File: src/rtl/piso_shift_tx_pkg.sv
// rtl/piso_shift_tx_pkg.sv - shared types and helpers for the serial transmitter
//
// Package piso_pkg
//   piso_state_t : FSM state of the transmitter (IDLE, SHIFT)
//   cnt_width()  : bit-counter width for an N-bit word
package piso_pkg;

  typedef enum logic {IDLE = 1'b0, SHIFT = 1'b1} piso_state_t;

  // Width needed to count bit positions 0..n-1; never below 1.
  function automatic int cnt_width(input int n);
    return (n < 2) ? 1 : $clog2(n);
  endfunction

endpackage

File: src/rtl/piso_shift_tx_if.sv
// rtl/piso_shift_tx_if.sv - load port and serial bit stream of the transmitter
//
// Signals
//   d, load_valid, load_ready : parallel word load handshake
//   sout, svalid, sready      : serial bit stream handshake
//   done                      : one-cycle pulse after the last bit is accepted
// Modports
//   master : the transmitter itself
//   slave  : the producer/consumer side around it
interface piso_shift_tx_if #(
  parameter int N = 8
);

  logic [N-1:0] d;
  logic         load_valid;
  logic         load_ready;
  logic         sout;
  logic         svalid;
  logic         sready;
  logic         done;

  modport master (
    input  d, load_valid, sready,
    output load_ready, sout, svalid, done
  );

  modport slave (
    output d, load_valid, sready,
    input  load_ready, sout, svalid, done
  );

endinterface

File: src/rtl/piso_shift_tx_bit_counter.sv
// rtl/piso_shift_tx_bit_counter.sv - clear/enable counter with terminal-count flag
//
// Ports
//   CLK   : clock
//   CLR   : synchronous active-high reset
//   clear : restart count at zero
//   en    : advance count by one
//   tc    : high while the count equals MAX
module bit_counter #(
  parameter int           W   = 3,
  parameter logic [W-1:0] MAX = '1
) (
  input  logic CLK,
  input  logic CLR,
  input  logic clear,
  input  logic en,
  output logic tc
);

  logic [W-1:0] cnt;

  always_ff @(posedge CLK) begin
    if (CLR || clear) begin
      cnt <= '0;
    end else if (en) begin
      cnt <= cnt + 1'b1;
    end
  end

  assign tc = (cnt == MAX);

endmodule

File: src/rtl/piso_shift_tx.sv
// rtl/piso_shift_tx.sv - parallel-in serial-out transmitter with valid/ready bit stream
//
// Parameters
//   N         : word width (N >= 2)
//   MSB_FIRST : 1 sends d[N-1] first, 0 sends d[0] first
// Ports
//   CLK : clock, all state changes on the rising edge
//   CLR : synchronous active-high reset
//   bus : load port and serial stream (master side)
module piso_shift_tx
  import piso_pkg::*;
#(
  parameter int N         = 8,
  parameter bit MSB_FIRST = 1'b1
) (
  input logic            CLK,
  input logic            CLR,
  piso_shift_tx_if.master bus
);

  localparam int W = cnt_width(N);

  piso_state_t  state;
  logic [N-1:0] sr;
  logic [N-1:0] sr_next;
  logic         done_q;
  logic         load_fire;
  logic         bit_fire;
  logic         last_bit;

  assign load_fire = (state == IDLE) && bus.load_valid;
  assign bit_fire  = (state == SHIFT) && bus.sready;

  // Shift toward the output end, zero fill behind.
  assign sr_next = MSB_FIRST ? {sr[N-2:0], 1'b0} : {1'b0, sr[N-1:1]};

  // Counter stops at N-1; the next load restarts it, so it never wraps.
  bit_counter #(
    .W   (W),
    .MAX (W'(N - 1))
  ) u_bit_counter (
    .CLK   (CLK),
    .CLR   (CLR),
    .clear (load_fire),
    .en    (bit_fire && !last_bit),
    .tc    (last_bit)
  );

  always_ff @(posedge CLK) begin
    if (CLR) begin
      state  <= IDLE;
      sr     <= '0;
      done_q <= 1'b0;
    end else begin
      done_q <= bit_fire && last_bit;
      if (load_fire) begin
        sr    <= bus.d;
        state <= SHIFT;
      end else if (bit_fire) begin
        if (last_bit) begin
          state <= IDLE;
        end else begin
          sr <= sr_next;
        end
      end
    end
  end

  // Outputs depend on registered state only.
  assign bus.load_ready = (state == IDLE);
  assign bus.svalid     = (state == SHIFT);
  assign bus.sout       = MSB_FIRST ? sr[N-1] : sr[0];
  assign bus.done       = done_q;

endmodule

File: src/flat_wrapper.sv
// flat-port wrapper written by rule: the top's interface ports become plain ports
module piso_shift_tx_flat import piso_pkg::*;
#(
  parameter int N         = 8,
  parameter bit MSB_FIRST = 1'b1
)
  (CLK, CLR, bus_d, bus_load_valid, bus_sready, bus_load_ready, bus_sout, bus_svalid, bus_done);
  piso_shift_tx_if #(.N(N)) bus_i ();
  input logic CLK;
  input logic CLR;
  input wire logic [$bits(bus_i.d)-1:0] bus_d;
  input wire logic [$bits(bus_i.load_valid)-1:0] bus_load_valid;
  input wire logic [$bits(bus_i.sready)-1:0] bus_sready;
  output wire logic [$bits(bus_i.load_ready)-1:0] bus_load_ready;
  output wire logic [$bits(bus_i.sout)-1:0] bus_sout;
  output wire logic [$bits(bus_i.svalid)-1:0] bus_svalid;
  output wire logic [$bits(bus_i.done)-1:0] bus_done;
  assign bus_i.d = bus_d;
  assign bus_i.load_valid = bus_load_valid;
  assign bus_i.sready = bus_sready;
  assign bus_load_ready = bus_i.load_ready;
  assign bus_sout = bus_i.sout;
  assign bus_svalid = bus_i.svalid;
  assign bus_done = bus_i.done;
  piso_shift_tx #(.N(N), .MSB_FIRST(MSB_FIRST)) u_core (.CLK(CLK), .CLR(CLR), .bus(bus_i));
endmodule
File: config.mk
export PLATFORM = sky130hd
export DESIGN_NAME = piso_shift_tx_flat
export DESIGN_NICKNAME = d
export VERILOG_FILES = /design/src/rtl/piso_shift_tx_pkg.sv /design/src/rtl/piso_shift_tx_if.sv /design/src/rtl/piso_shift_tx_bit_counter.sv /design/src/rtl/piso_shift_tx.sv /design/src/flat_wrapper.sv
export SDC_FILE = /design/constraint.sdc
export NUM_CORES = 1
export LEC_CHECK = 0
export BUFFER_PORTS_ARGS = -buffer_cell sky130_fd_sc_hd__buf_2
export CORE_MARGIN = 1
export CORE_UTILIZATION = 25
export CTS_BUF_LIST = sky130_fd_sc_hd__clkbuf_8
export DETAILED_ROUTE_END_ITERATION = 10
export GPL_TIMING_DRIVEN = 0
export PLACE_DENSITY = 0.49
export SETUP_SLACK_MARGIN = 0.5
export SYNTH_ARGS = -nofsm -noshare
export SYNTH_HDL_FRONTEND = slang
export SYNTH_HIERARCHICAL = 1
export SYNTH_SLANG_ARGS = --single-unit
export TNS_END_PERCENT = 5
File: constraint.sdc
create_clock -name CLK -period 2.6 [get_ports CLK]
set_input_delay 0.78 -clock CLK [delete_from_list [all_inputs] [get_ports CLK]]
set_output_delay 0.78 -clock CLK [all_outputs]
set_load 0.1 [all_outputs]
# After elaboration in Yosys (flattened, before gate mapping)

Cells that the tools add are included.

Bits of input ports: 12
Word-level logic and storage cells: 24
Bits in registers: 13
Output and inout port bits: 4

Equality and inequality tests: 2
Reductions and logical operators: 10
Multiplexer cells: 6
Bitwise gates (word level): 1
$add $sub $neg: 1

Operators with widths:

| operator                                                      | number |
|---|---|
| 8-bit 2-to-1 mux                                              | 3 |
| 1-bit logical AND                                             | 4 |
| 2-bit AND reduction                                           | 2 |
| 2-bit nonzero test                                            | 2 |
| 3-bit by 1-bit adder with 3-bit output, second input constant | 1 |
| 3-bit equality test, second input constant                    | 1 |
| 1-bit 2-to-1 mux                                              | 3 |
| 2-bit != test, second input constant                          | 1 |
| 1-bit zero test                                               | 1 |
| 1-bit logical OR                                              | 1 |
| 1-bit inverter                                                | 1 |

# Longest topological paths before layout

Depth after elaboration: 4
Mapped depth: 6

# Cells and area by module

Netlist, hierarchy kept.

Modules (own cells, without submodules):

| module        | area each (um^2) | cells each | seq. area each (um^2) | times used |
|---|---|---|---|---|
| piso_shift_tx | 422.9            | 46         | 200.2                 | 1 |
| bit_counter   | 133.9            | 11         | 60.1                  | 1 |

# Worst setup path before layout

No wires, ideal clock.

Kind: flip-flop to output port
From: register u_core.state (netlist: u_core/bus.svalid)
To: output port bus_load_ready
Required time: 1.820 ns
Slack: 0.079 ns
Stages on the path, launching flop included: 2
Arrival: 1.741 ns
Cells stage by stage: dfxtp_1 > inv_1

Word-level cells in the longest chain between the ends: 1

Ends and longest elaborated chain:

| element                  | RTL line            | text |
|---|---|---|
| start: declaration       | piso_shift_tx.sv:23 | `piso_state_t state;` |
| start signal: assignment | piso_shift_tx.sv:51 | `state <= IDLE;` |
| start signal: assignment | piso_shift_tx.sv:58 | `state <= SHIFT;` |
| start signal: assignment | piso_shift_tx.sv:61 | `state <= IDLE;` |
| 1-bit inverter           | piso_shift_tx.sv:70 | `assign bus.load_ready = (state == IDLE);` |
| end: declaration         | flat_wrapper.sv:14  | `output wire logic [$bits(bus_i.load_ready)-1:0] bus_load_ready;` |

No other way between the ends.

# Worst setup path in the final report

Same ends and word-level chain as after synthesis.

==> impl_metrics.env <==
export IMPL_status="finished clean"
export IMPL_ys_top_cells_by_area="dfxtp_1, a22oi_1, a21oi_1"
export IMPL_synth_top_flop_cell="dfxtp_1"
export IMPL_synth_cell_types=20
export IMPL_io_pins=16
export IMPL_num_rows=16
export IMPL_dieArea_mm2=0.00242
export IMPL_worstPathMaxFanout=5
export IMPL_wl_mm=1.12
export IMPL_grt_pass1_wl_mm=1.75
export IMPL_timing_final_max_slew_violations=0
export IMPL_htreeDepth=1
export IMPL_multi_input_area_um2=265
export IMPL_track_usage_pct=9.97
export IMPL_die_h_um=49.2
export IMPL_cp_end_kind="output port"
export IMPL_post_route_util_pct=35.2
export IMPL_synthTopCellsByCount="dfxtp_1, a21oi_1, nand3_1, a22oi_1"
export IMPL_dp_cells=99
export IMPL_setup_violations_final=0
export IMPL_final_net_count=91
export IMPL_dp_worst_setup_slack_ps=951
export IMPL_synth_edf_count=0
export IMPL_cts_root_buf="clkbuf_8"
export IMPL_period_share_pct=70.9
export IMPL_synthToLayoutAreaGrowth_pct=27.9
export IMPL_crit_path_cell_trace="inv_1, buf_2"
export IMPL_synth_most_common_cell="dfxtp_1"
export IMPL_clock_sinks=13
export IMPL_cts_hold_buf=0
export IMPL_ir_drop_mv=0.357
export IMPL_clock_latency_ps=240
export IMPL_hold_class="reg -> reg"
export IMPL_avgSynthCellArea_um2=9.77
export IMPL_hold_path_depth=2
export IMPL_synth_top_area_share_pct=46.7
export IMPL_maxCapViolations=0
export IMPL_antenna_found_initial=0
export IMPL_first_pass_iters=4
export IMPL_core_area_mm2=0.00202
export IMPL_grt_overflow=0
export IMPL_required_ps=1820
export IMPL_dpl_hpwl_um=764
export IMPL_critPathMaxStageDelay_ps=420
export IMPL_hold_violations=0
export IMPL_regArea_um2=262
export IMPL_crit_arrival_ps=1060
export IMPL_post_drt_wl_per_cell_um=10.9
export IMPL_grt_pass1_vias=386
export IMPL_crit_family="buffers and inverters"
export IMPL_vias_per_cell=4.50
export IMPL_syn_inst=57
export IMPL_fmax_mhz=542
export IMPL_period_needed_ps=1840
export IMPL_ant_nets=0
export IMPL_drc=0
export IMPL_final_fill_count=209
export IMPL_clkTransAtPathRegs_ps=50
export IMPL_vias=464
export IMPL_drive_above_1_share_pct=34.2
export IMPL_cp_depth=2
export IMPL_yosysSeqAreaShare_pct=46.7
export IMPL_yosysWarnings=6
export IMPL_leakagePower_nw=0.306
export IMPL_post_cts_buffers=0
export IMPL_antennaDiodeCount=0
export IMPL_critPathLaunchType="register"
export IMPL_fin_skew_ps=1.61
export IMPL_cp_num_buf_inv=2
export IMPL_die_w_um=49.2
export IMPL_ys_async_sr_fraction_pct=0
export IMPL_ys_ff_latch=13
export IMPL_powerDensity_mw_per_mm2=664
export IMPL_rsz0062_at_grt="false"
export IMPL_fin_cells=103
export IMPL_critPathKind="reg -> out"
export IMPL_cts_path_max_buffers=2
export IMPL_synth_area_um2=557
export IMPL_first_iter_violations=13
export IMPL_slowest_stage="buf_2"
export IMPL_worst_slack_ps=756
export IMPL_setup_tns_ps=0
export IMPL_synth_top_area_cell="dfxtp_1"
export IMPL_start_util_pct=27.5
export IMPL_cts_tree="done"
export IMPL_worstMarginPinSlew_ps=492
export IMPL_grt_max_degree=13
export IMPL_gp_congestion=0.700
export IMPL_port_buffers=15
export IMPL_synthesis_nets=71
export IMPL_ctsResizeCount=0
export IMPL_relSlewSlack_pct=67.2
export IMPL_r2r_cells=6
export IMPL_numCtsBuffers=3
## through the flow
| step | hold WS (ps) | cell area (um2) | power [mW] |
|---|---|---|---|
| 2_1_floorplan | 443 | 558 | 0.284 |
| 3_3_place_gp | 454 | 667 | 0.305 |
| 3_5_place_dp | 457 | 667 | 0.305 |
| 4_1_cts | 464 | 712 | 0.482 |
| 5_1_grt | 485 | 712 | 0.497 |
| 6_report | 466 | 712 | 0.472 |
## final timing paths
check / from / end / slack [ps]
worst max register to register: u_core/u_bit_counter/cnt[0]$_SDFFE_PP0P_ / u_core/u_bit_counter/cnt[1]$_SDFFE_PP0P_ / 1070
worst max-delay path: u_core/bus.svalid$_SDFFE_PP0P_ / bus_load_ready / 760
worst min-delay path: u_core/sr[0]$_SDFFE_PP0P_ / u_core/sr[0]$_SDFFE_PP0P_ / 470
worst min register to register: u_core/sr[0]$_SDFFE_PP0P_ / u_core/sr[0]$_SDFFE_PP0P_ / 470
## routing by layer
metal	track usage [%]	part of all wire (%)	vias up
li1	-	-	245
met1	12.5	47	202
met2	14.4	45	15
met3	4.67	7.4	2
met4	4.41	1.2	0
met5	0	0	-
## where the power goes
group          switching, mW  internal (mW)
sequential           0.00654          0.210
clock                 0.0679          0.104
combinational         0.0577         0.0258
total                  0.132          0.340
## worst min-delay path, stage by stage (launching register included)
cell and delay, ps:
dfxtp_1 310, nand3_1 60, a21oi_1 50
## registers in the layout, summed over array words and instances, names as in the netlist
name                      cells
u_core/sr                     8
u_core/u_bit_counter/cnt      3
u_core/bus.done               1
u_core/bus.svalid             1
## layout by cell type, fill, tap and decap left out, drive strengths merged
| master | synthesis | layout |
|---|---|---|
| a21oi | 9 | 9 |
| nor2 | 2 | 2 |
| ha | 2 | 2 |
| nand3 | 7 | 7 |
| nand2 | 3 | 3 |
| dfxtp | 13 | 13 |
| clkbuf | 1 | 4 |
| xnor2 | 1 | 1 |
| nand3b | 1 | 1 |
| mux2i | 2 | 2 |
| inv | 3 | 4 |
| buf | 1 | 16 |
| nor3 | 4 | 4 |
| a22oi | 6 | 6 |
| a211oi | 1 | 1 |
| nand2b | 1 | 1 |
## kinds of logic (layout without fill, tap and decap cells)
group                    count (synthesis)  after routing  synth area share [%]
multiplexers                             2              2                  3.60
AO/OA/AOI/OAI                           16             16                  19.1
flip-flops                              13             13                  46.7
AND/OR/NAND/NOR                         18             18                  18.9
adder cells (fa/ha/maj)                  2              2                  4.49
XOR/XNOR                                 1              1                  1.57
buffers and inverters                    5             24                  5.62
## cell type report
type / instances / share of cell area [%]
clock buffer: 3 / 5.80
tap: 27 / 4.75
timing repair buffer: 15 / 10.5
multi-input combinational: 39 / 37.3
clock inverter: 1 / 0.527
buffer: 2 / 2.11
sequential: 13 / 36.7
inverter: 3 / 2.28
(Power assumes the default switching activity.)
